[src/rtl/branch_lookup_8085_pkg.sv]
// Shared constants, helpers and types for the 8085 branch-target lookup table.
package branch_lookup_8085_pkg;

    typedef enum logic [1:0] {
        UPD_NONE  = 2'd0,
        UPD_INC   = 2'd1,
        UPD_DEC   = 2'd2,
        UPD_ALLOC = 2'd3
    } upd_kind_e;

    function automatic int unsigned idx_w(input int unsigned entries);
        return (entries < 32'd2) ? 32'd1 : $clog2(entries);
    endfunction

    function automatic logic [31:0] cnt_max(input int unsigned w);
        return (w >= 32'd32) ? 32'hFFFF_FFFF : ((32'd1 << w) - 32'd1);
    endfunction

    // Weakly-taken starting point: only the MSB set.
    function automatic logic [31:0] cnt_init(input int unsigned w);
        return 32'd1 << (w - 32'd1);
    endfunction

    function automatic logic [31:0] sat_inc(input logic [31:0] val, input int unsigned w);
        return (val >= cnt_max(w)) ? val : (val + 32'd1);
    endfunction

endpackage

[src/rtl/branch_lookup_8085_sat_counter.sv]
// Saturating up/down counter with clear and load, used for confidence and statistics.
module sat_counter
    import branch_lookup_8085_pkg::*;
#(
    parameter int unsigned W = 2
) (
    input  logic         clk,
    input  logic         rst_n,
    input  logic         clr_i,
    input  logic         load_i,
    input  logic [W-1:0] load_val_i,
    input  logic         inc_i,
    input  logic         dec_i,
    output logic [W-1:0] cnt_o
);

    logic [W-1:0] cnt_q;
    logic [W-1:0] cnt_d;

    // Next value: clear beats load beats increment beats decrement.
    always_comb begin
        cnt_d = cnt_q;
        if (clr_i) begin
            cnt_d = '0;
        end else if (load_i) begin
            cnt_d = load_val_i;
        end else if (inc_i) begin
            cnt_d = W'(sat_inc(32'(cnt_q), W));
        end else if (dec_i) begin
            cnt_d = (cnt_q == '0) ? cnt_q : (cnt_q - W'(1));
        end else begin
            cnt_d = cnt_q;
        end
    end

    // Counter register with synchronous reset.
    always_ff @(posedge clk) begin
        if (!rst_n) begin
            cnt_q <= '0;
        end else begin
            cnt_q <= cnt_d;
        end
    end

    assign cnt_o = cnt_q;

endmodule

[src/rtl/branch_lookup_8085.sv]
// Fully associative branch-target table: combinational fetch lookup, registered
// execute-stage updates with confidence counters, round-robin replacement and statistics.
module branch_lookup_8085
    import branch_lookup_8085_pkg::*;
#(
    parameter int unsigned PC_W    = 8,
    parameter int unsigned ENTRIES = 4,
    parameter int unsigned CNT_W   = 2,
    parameter int unsigned STAT_W  = 16
) (
    input  logic              clk,
    input  logic              rst_n,
    input  logic              flush,
    input  logic [PC_W-1:0]   lk_pc,
    output logic              lk_hit,
    output logic              lk_taken,
    output logic [PC_W-1:0]   lk_target,
    input  logic              up_valid,
    input  logic [PC_W-1:0]   up_pc,
    input  logic              up_taken,
    input  logic [PC_W-1:0]   up_target,
    output logic              up_mispredict,
    output logic [STAT_W-1:0] stat_hits,
    output logic [STAT_W-1:0] stat_misp
);

    localparam int unsigned IDX_W = idx_w(ENTRIES);
    localparam logic [CNT_W-1:0] CNT_INIT = CNT_W'(cnt_init(CNT_W));

    logic [ENTRIES-1:0] valid_q, valid_d;
    logic [PC_W-1:0]    tag_q    [ENTRIES];
    logic [PC_W-1:0]    tag_d    [ENTRIES];
    logic [PC_W-1:0]    target_q [ENTRIES];
    logic [PC_W-1:0]    target_d [ENTRIES];
    logic [IDX_W-1:0]   rp_q, rp_d;
    logic               misp_q;
    logic [CNT_W-1:0]   cnt_s    [ENTRIES];

    logic               lk_hit_s, up_hit_s, free_any_s, misp_s, up_cnt_taken_s;
    logic [IDX_W-1:0]   lk_idx_s, up_idx_s, free_idx_s, alloc_idx_s;
    upd_kind_e          upd_kind_s;

    // Lowest-index match for both ports, plus the lowest free slot.
    always_comb begin
        lk_hit_s   = 1'b0;
        lk_idx_s   = '0;
        up_hit_s   = 1'b0;
        up_idx_s   = '0;
        free_any_s = 1'b0;
        free_idx_s = '0;
        for (int i = 0; i < ENTRIES; i++) begin
            if (!lk_hit_s && valid_q[i] && (tag_q[i] == lk_pc)) begin
                lk_hit_s = 1'b1;
                lk_idx_s = IDX_W'(i);
            end else begin
                lk_hit_s = lk_hit_s;
            end
            if (!up_hit_s && valid_q[i] && (tag_q[i] == up_pc)) begin
                up_hit_s = 1'b1;
                up_idx_s = IDX_W'(i);
            end else begin
                up_hit_s = up_hit_s;
            end
            if (!free_any_s && !valid_q[i]) begin
                free_any_s = 1'b1;
                free_idx_s = IDX_W'(i);
            end else begin
                free_any_s = free_any_s;
            end
        end
    end

    assign lk_hit    = lk_hit_s;
    assign lk_taken  = lk_hit_s && (cnt_s[lk_idx_s] >= CNT_INIT);
    assign lk_target = lk_taken ? target_q[lk_idx_s] : (lk_pc + PC_W'(1));

    assign up_cnt_taken_s = cnt_s[up_idx_s] >= CNT_INIT;
    assign alloc_idx_s    = free_any_s ? free_idx_s : rp_q;

    // Mispredict judged against the table as it stands before this update.
    always_comb begin
        misp_s = 1'b0;
        if (up_valid) begin
            if (up_hit_s) begin
                misp_s = (up_cnt_taken_s != up_taken) ||
                         (up_taken && (target_q[up_idx_s] != up_target));
            end else begin
                misp_s = up_taken;
            end
        end else begin
            misp_s = 1'b0;
        end
    end

    // Classify the update; a flush discards it.
    always_comb begin
        upd_kind_s = UPD_NONE;
        if (up_valid && !flush) begin
            if (up_hit_s) begin
                upd_kind_s = up_taken ? UPD_INC : UPD_DEC;
            end else if (up_taken) begin
                upd_kind_s = UPD_ALLOC;
            end else begin
                upd_kind_s = UPD_NONE;
            end
        end else begin
            upd_kind_s = UPD_NONE;
        end
    end

    // Table next state; rp only advances when a valid entry is evicted.
    always_comb begin
        valid_d  = valid_q;
        tag_d    = tag_q;
        target_d = target_q;
        rp_d     = rp_q;
        if (flush) begin
            valid_d = '0;
            rp_d    = '0;
        end else begin
            case (upd_kind_s)
                UPD_ALLOC: begin
                    valid_d[alloc_idx_s]  = 1'b1;
                    tag_d[alloc_idx_s]    = up_pc;
                    target_d[alloc_idx_s] = up_target;
                    if (!free_any_s) begin
                        rp_d = rp_q + IDX_W'(1);
                    end else begin
                        rp_d = rp_q;
                    end
                end
                UPD_INC: target_d[up_idx_s] = up_target;
                default: rp_d = rp_q;
            endcase
        end
    end

    // Table, pointer and mispredict flag registers.
    always_ff @(posedge clk) begin
        if (!rst_n) begin
            valid_q <= '0;
            rp_q    <= '0;
            misp_q  <= 1'b0;
            for (int i = 0; i < ENTRIES; i++) begin
                tag_q[i]    <= '0;
                target_q[i] <= '0;
            end
        end else begin
            valid_q  <= valid_d;
            tag_q    <= tag_d;
            target_q <= target_d;
            rp_q     <= rp_d;
            misp_q   <= misp_s;
        end
    end

    assign up_mispredict = misp_q;

    for (genvar g = 0; g < ENTRIES; g++) begin : g_entry
        sat_counter #(.W(CNT_W)) u_cnt (
            .clk        (clk),
            .rst_n      (rst_n),
            .clr_i      (flush),
            .load_i     ((upd_kind_s == UPD_ALLOC) && (alloc_idx_s == IDX_W'(g))),
            .load_val_i (CNT_INIT),
            .inc_i      ((upd_kind_s == UPD_INC) && (up_idx_s == IDX_W'(g))),
            .dec_i      ((upd_kind_s == UPD_DEC) && (up_idx_s == IDX_W'(g))),
            .cnt_o      (cnt_s[g])
        );
    end

    sat_counter #(.W(STAT_W)) u_stat_hits (
        .clk        (clk),
        .rst_n      (rst_n),
        .clr_i      (1'b0),
        .load_i     (1'b0),
        .load_val_i ({STAT_W{1'b0}}),
        .inc_i      (lk_hit_s),
        .dec_i      (1'b0),
        .cnt_o      (stat_hits)
    );

    sat_counter #(.W(STAT_W)) u_stat_misp (
        .clk        (clk),
        .rst_n      (rst_n),
        .clr_i      (1'b0),
        .load_i     (1'b0),
        .load_val_i ({STAT_W{1'b0}}),
        .inc_i      (misp_s),
        .dec_i      (1'b0),
        .cnt_o      (stat_misp)
    );

endmodule

[config.mk]
export PLATFORM = sky130hd
export DESIGN_NAME = branch_lookup_8085
export DESIGN_NICKNAME = d
export VERILOG_FILES = /design/src/rtl/branch_lookup_8085_pkg.sv /design/src/rtl/branch_lookup_8085_sat_counter.sv /design/src/rtl/branch_lookup_8085.sv
export SDC_FILE = /design/constraint.sdc
export NUM_CORES = 1
export LEC_CHECK = 0
export BUFFER_PORTS_ARGS = -buffer_cell sky130_fd_sc_hd__buf_2
export CAP_MARGIN = 5
export CORE_UTILIZATION = 45
export CTS_CLUSTER_DIAMETER = 100
export DETAILED_ROUTE_END_ITERATION = 10
export PLACE_DENSITY = 0.72
export SKIP_LAST_GASP = 1
export SYNTH_ARGS = -nofsm -noshare
export SYNTH_HDL_FRONTEND = slang
export SYNTH_SLANG_ARGS = --single-unit
export TNS_END_PERCENT = 100
[constraint.sdc]
create_clock -name clk -period 3 [get_ports clk]
set_clock_uncertainty 0.05 [all_clocks]
set_input_delay 0.3 -clock clk [delete_from_list [all_inputs] [get_ports clk]]
set_output_delay 0.3 -clock clk [all_outputs]
set_load 0.01 [all_outputs]
[Yosys cells after proc, flatten, opt, wreduce, memory -nomap -nowiden]
Index checks and enable logic that the tools add are counted.
Word-level totals
  flip-flop bits (word level): 111
  output and inout port bits: 43
  logic and storage cells: 244
Cells by class
  add/sub/neg operators: 12
  magnitude comparators: 15
  eq/ne operators: 35
  multiplexer cells: 71
  bitwise logic cells: 9
  reductions and logical operators: 81
Operators with widths (number)
  $bwmux W32: 3
  $mux W2: 35
  $eq A8 B8 Y1: 8
  $pmux W32 S2: 1
  $mux W8: 7
  $logic_and A1 B1 Y1: 35
  $add A16 B1 Y16 const B: 2
  $bmux W8 S2: 2
  $demux W8 S2: 2
  $ge A16 B16 Y1 const B: 2
  $reduce_and A3 Y1: 8
  $mux W1: 18
  $eq A2 B2 Y1 const B: 6
  $ge A2 B2 Y1 const B: 6
  $logic_not A1 Y1: 12
  $logic_not A2 Y1: 6
  $ne A3 B1 Y1 const B: 4
  $ne A3 B2 Y1 const B: 4
  $reduce_bool A3 Y1: 4
  $reduce_or A3 Y1: 4
  $add A2 B1 Y2 const B: 5
  $reduce_and A2 Y1: 5
  $reduce_bool A2 Y1: 5
  $ge A3 B3 Y1 const B: 3
  other kinds (17): 36

[Longest topological paths before layout]
  depth in word-level cells: 25
  gate-level depth with buffers: 15

[Hierarchy]
From an unflattened synthesis, not the netlist that was laid out.
Second synthesis, totals
  cells, all modules: 949
  area, all modules: 8239.2 sq um
Modules (own cells, without submodules)
  branch_lookup_8085: instances 1, cells an instance 499, area each 4673.2 sq um
  sat_counter at u_stat_hits ...: instances 2, cells an instance 197, area each 1542.7 sq um
  sat_counter at g_entry[0].u_cnt ...: instances 4, cells an instance 14, area each 120.1 sq um

[Least setup slack after synthesis]
No wires, ideal clock.
  path type: input to register
  start point: input up_pc[5]
  end point: register u_stat_misp.cnt_q[1], in the netlist u_stat_misp.cnt_o[1]
  setup time: 0.067 ns
  arrival: 3.129 ns
  required time: 2.883 ns
  path slack: -0.246 ns
  stages: 14
  cell sequence: buf_4 xor2_1 nor4_4 and3_1 buf_2 nor4b_4 and2_1 or4_1 a2111oi_0 a41o_2 buf_6 buf_6 o21ai_1 a21oi_2
On the way
  word-level cells in the longest chain between the ends: 25
Ends and longest elaborated chain
  from (decl): line branch_lookup_8085.sv:19  | input logic [PC_W-1:0] up_pc,
  $eq A8 B8 Y1: line branch_lookup_8085.sv:58  | if (!up_hit_s && valid_q[i] && (tag_q[i] == up_pc)) begin
  $logic_and A1 B1 Y1: line branch_lookup_8085.sv:58
  $mux W1: line branch_lookup_8085.sv:58
  $logic_not A1 Y1: line branch_lookup_8085.sv:58
  $logic_and A1 B1 Y1 (2 in a row): line branch_lookup_8085.sv:58
  $mux W1: line branch_lookup_8085.sv:58
  $logic_not A1 Y1: line branch_lookup_8085.sv:58
  $logic_and A1 B1 Y1 (2 in a row): line branch_lookup_8085.sv:58
  (+6 left out)
  $bmux W2 S2 / $bmux W8 S2 (equally long branches): line branch_lookup_8085.sv:77, branch_lookup_8085.sv:86
  $mux W2 (not written as such) / $mux W8 (equally long branches) (2 in a row): line branch_lookup_8085.sv:77, branch_lookup_8085.sv:86
  $ge A2 B2 Y1 / $ne A8 B8 Y1 (equally long branches): line branch_lookup_8085.sv:77, branch_lookup_8085.sv:86
  $ne A1 B1 Y1 / $logic_and A1 B1 Y1 (equally long branches): line branch_lookup_8085.sv:85, branch_lookup_8085.sv:86
  $logic_or A1 B1 Y1: line branch_lookup_8085.sv:85  | misp_s = (up_cnt_taken_s != up_taken) ||
  $mux W1 (*): line branch_lookup_8085.sv:84  | if (up_hit_s) begin
  $mux W1 (*): line branch_lookup_8085.sv:83  | if (up_valid) begin
  $reduce_and A2 Y1 (no source line) (*)
  to (signal assigned): line branch_lookup_8085_sat_counter.sv:41  | cnt_q <= cnt_d;
  to (decl): line branch_lookup_8085_sat_counter.sv:17  | logic [W-1:0] cnt_q;
Every way passes the cells marked *; elsewhere a longest branch is shown, timed or not. The select of a mux whose other input is x is not followed.
A chain may end at the register's enable or synchronous reset.

[Final worst setup path]
  start point: register tag_q[19] (netlist name)
  end point: register u_stat_misp.cnt_q[6], in the netlist u_stat_misp.cnt_o[6]
On the way
  word-level cells in the longest chain between the ends: 21
Ends and longest elaborated chain
  from (decl): line branch_lookup_8085.sv:31  | logic [PC_W-1:0] tag_q [ENTRIES];
  from (signal assigned): line branch_lookup_8085.sv:150  | tag_q <= tag_d;
  $eq A8 B8 Y1 (*): line branch_lookup_8085.sv:58
  $logic_and A1 B1 Y1 (*): line branch_lookup_8085.sv:58
  $mux W1: line branch_lookup_8085.sv:58
  $logic_not A1 Y1: line branch_lookup_8085.sv:58
  $logic_and A1 B1 Y1 (2 in a row): line branch_lookup_8085.sv:58
  $mux W1: line branch_lookup_8085.sv:58
  $logic_not A1 Y1: line branch_lookup_8085.sv:58
  $logic_and A1 B1 Y1 (2 in a row): line branch_lookup_8085.sv:58
  (+2 left out)
  $bmux W2 S2 / $bmux W8 S2 (equally long branches): line branch_lookup_8085.sv:77, branch_lookup_8085.sv:86
  $mux W2 (not written as such) / $mux W8 (equally long branches) (2 in a row): line branch_lookup_8085.sv:77, branch_lookup_8085.sv:86
  $ge A2 B2 Y1 / $ne A8 B8 Y1 (equally long branches): line branch_lookup_8085.sv:77, branch_lookup_8085.sv:86
  $ne A1 B1 Y1 / $logic_and A1 B1 Y1 (equally long branches): line branch_lookup_8085.sv:85, branch_lookup_8085.sv:86
  $logic_or A1 B1 Y1: line branch_lookup_8085.sv:85
  $mux W1 (*): line branch_lookup_8085.sv:84
  $mux W1 (*): line branch_lookup_8085.sv:83
  $reduce_and A2 Y1 (no source line) (*)
Marked as above.

==> implementation parameters <==
Parameter                              Value

Placement
  Final weighted congestion in routability-driven placement    0.937
  Post-DP Area    7680 um2
  Placed Cells incl. Taps    ~1,100
  Port buffer count    71
  Detailed placement HPWL    roughly 13,000 um

Pwr
  Cell area power density    356 nW/um2
  Total power of the final layout    3.14 mW
  IR drop worst, VDD    0.312 mV
  Leak    3.68 nW

Cells and area
  Synth-to-layout area growth    36.7%
  Nets    972
  Post-route cell area    roughly 8800 um2
  Most common library cell in the layout ignoring fill and taps    buf_4
  Count of inserted antenna diode cells    0
  Fraction of layout instances using a drive strength above 1    35.0%
  Final cell count without fillers    1,124
  Most frequent cells in the layout    106 x buf_4, 103 x nor2_1, 102 x dfxtp_1

Worst hold path
  Tightest Hold Check Type    in2reg
  Hold Path Origin    up_target[1]

Timing
  Final hold violation count    0
  Slew at the pin closest to its max-slew limit    approximately 0.95 ns
  Max-slew violations    0
  Fin crit share    107%
  Final min period    3.21 ns
  Hold WS    0.208 ns
  Total setup violations reported at the end of the flow    25
  Timing-limited maximum frequency    0.312 GHz
  Crit path setup slack, layout    -0.206 ns
  RSZ-0062 raised after global routing    true
  Worst rel slew slack    between 30% and 40%

Logic synthesis
  Share of async-settable or async-resettable flops after synthesis    0%
  Combinational family with the most area after synthesis    simple AND/OR/NAND/NOR gates
  Share of synthesized area spent on multiplexers    11.5%
  Yosys warns    0
  Number of flops mapped to enable cells by yosys    0
  Xor/xnor cell area share of the yosys netlist    approximately an eighth
  Fraction of the mapped netlist area in simple logic gates    23.8%
  Unique cell type count in the Yosys netlist    57
  Combined area of all synthesized cells    6440 um2
  Post-synthesis average cell area    8.27 um2
  Share of synthesized cell area in full adder, half adder and majority cells    0.583%
  Synthesized netlist net count    811
  Primary FF master, synth    dfxtp_1
  Share of the yosys chip area belonging to registers    about a third
  Number of register bits inferred by synthesis    111
  Number of instances in the synthesized netlist    ~800
  Synthesized-area fraction occupied by ao, oa, aoi and oai cells    12.5%

Global route
  Residual overflow from global routing    0
  Via count of the first global-routing pass    5,724
  Pin count of the biggest net entering global routing    approximately 60
  Global-route wire length before repair    between 20,000 and 30,000 um
  Global-route usage over all layers    24.9%
  Number of antenna violations at the first check in global routing    0

Die
  Number of placement rows    43
  Starting density of the core    46.2%
  Floorplan Core Area    13,900 um2
  Die Y-Extent    122 um
  Ports placed on the boundary    72
  Die Wd    122 um
  Total Die Area    14,800 um2

CTS
  Sinks on the clock net    111
  Worst-skew pair later-pin latency    0.36 ns
  Post-CTS Hold Fix Bufs    0
  TritonCTS buffer count    9
  Root cell of the clock tree    clkbuf_16
  Max Root-Sink Buffers    2
  TritonCTS clock tree    yes
  Clock transition at the registers of the reported paths    0.07 ns
  Maximum level of the CTS H-tree    3

Worst setup path
  Start point of the critical path    tag_q[19]
  Nature of the critical path startpoint    flop
  Critical path class    reg2reg
  Data required time of the critical path    3.25 ns
  R2r startpoint    tag_q[19]
  Crit-path max FO    6
  Arrival time worst endpoint    3.45 ns
  Kind of end point of the critical path    flop

Route
  Detail-routed net length per standard cell    16.8 um
  Post-Route WL    ~19,000 um
  1st-iter DRT viols    526
  Vias per std cell    ~5.6
  Number of vias after detailed routing    6,306
  Number of detailed-routing iterations run before antenna repair    5
  Number of nets with antenna violations after detailed routing    0
  Drc violations    0

Run status
  Result of the run    complete, but fails checks
  Violations in the final reports    negative setup slack

Run
  Max-cap violations    0
==> layout make-up <==
cell class,instances,area (um2)
inverters,18,67.6
clock buffers,9,225
multi-input cells,602,4520
repair buffers,198,1440
flip-flops and latches,111,2230
well taps,180,225
fillers,1084,5130
clock inverters,6,93.8
==> final timing paths <==
check	cells after the start	slack, ns	end
max	13	-0.21	u_stat_misp.cnt_o[6]
min	3	0.21	target_q[17]
max reg2reg	13	-0.21	u_stat_misp.cnt_o[6]
min reg2reg	2	0.43	target_q[23]
==> worst max-delay path: stages (launching register included) <==
cell and delay (ns):
dfxtp_2 0.34, xnor2_2 0.20, nand4_1 0.18, buf_6 0.17, nor3_4 0.25, nor4b_4 0.11
buf_4 0.16, a221oi_2 0.29, xnor2_1 0.20, a2111oi_4 0.09, a41o_4 0.35, buf_6 0.14
or4_4 0.47, a21oi_2 0.13
==> cell families (layout without fill, tap and decap cells) <==
group                    Yosys count  after routing
adder cells (fa/ha/maj)            3              3
AND/OR/NAND/NOR                  309            309
multiplexers                      73             73
flip-flops                       111            111
buffers and inverters             67            231
XOR/XNOR                          90             90
AO/OA/AOI/OAI                    126            127
==> flip-flops by register name, summed over array words and instances (netlist names) <==
name	cells
u_stat_hits.cnt_o	16
rp_q	2
target_q	32
tag_q	32
valid_q	4
u_stat_misp.cnt_o	16
up_mispredict	1
g_entry.u_cnt.cnt_o	8
==> report_power, final <==
group | switching (mW) | leakage, nW | total [mW] | internal [mW]
sequential | 0.00991 | 0.900 | 1.49 | 1.48
combinational | 0.193 | 2.63 | 0.341 | 0.147
clock | 0.569 | 0.152 | 1.30 | 0.734
total | 0.772 | 3.68 | 3.14 | 2.36
==> repair_timing <==
action | in CTS | in global routing
pin swaps | 29 | 50
endpoints found under the setup margin | 26 | 26
setup buffers | 13 | 8
gates resized for setup | 56 | 69
cloned | 3 | 1
==> synth_stat cells, types with 4 or more instances <==
cell / instances / area (um2)
a21oi_1: 48 / 240
a221oi_1: 5 / 43.8
a31oi_1: 6 / 37.5
and2_1: 5 / 31.3
and3_1: 11 / 68.8
buf_2: 9 / 45.0
buf_6: 5 / 56.3
clkbuf_1: 31 / 116
dfxtp_1: 111 / 2220
inv_1: 17 / 63.8
mux2_2: 9 / 101
mux2i_1: 64 / 641
nand2_1: 58 / 218
nand2b_1: 9 / 56.3
nand3_1: 47 / 235
nand4_1: 16 / 100
nor2_1: 108 / 405
nor3_1: 12 / 60.1
nor3b_1: 4 / 30.0
nor4_1: 9 / 56.3
o21a_1: 4 / 30.0
o21ai_0: 19 / 95.1
o21ai_1: 4 / 20.0
o31ai_1: 12 / 90.1
o41ai_1: 5 / 43.8
or3_1: 5 / 31.3
or4_1: 10 / 75.1
xnor2_1: 62 / 543
xor2_1: 28 / 245
==> routing by layer <==
metal,part of all wire (%),GRT usage [%]
met2,49,40.4
met4,2.2,9.57
met1,44,32.6
met3,4.7,4.73
met5,0,0
==> through the flow <==
step                setup TNS [ns]  util, %  setup WS (ns)
floorplan                    -2.85        -         -0.218
global placement             -6.43     55.1         -0.359
detailed placement           -6.92     55.1         -0.493
CTS                          -1.65     60.2         -0.111
global route                 -5.87     63.2         -0.294
finish                       -3.00     63.2         -0.206
Power figures use the tool's default switching activity.
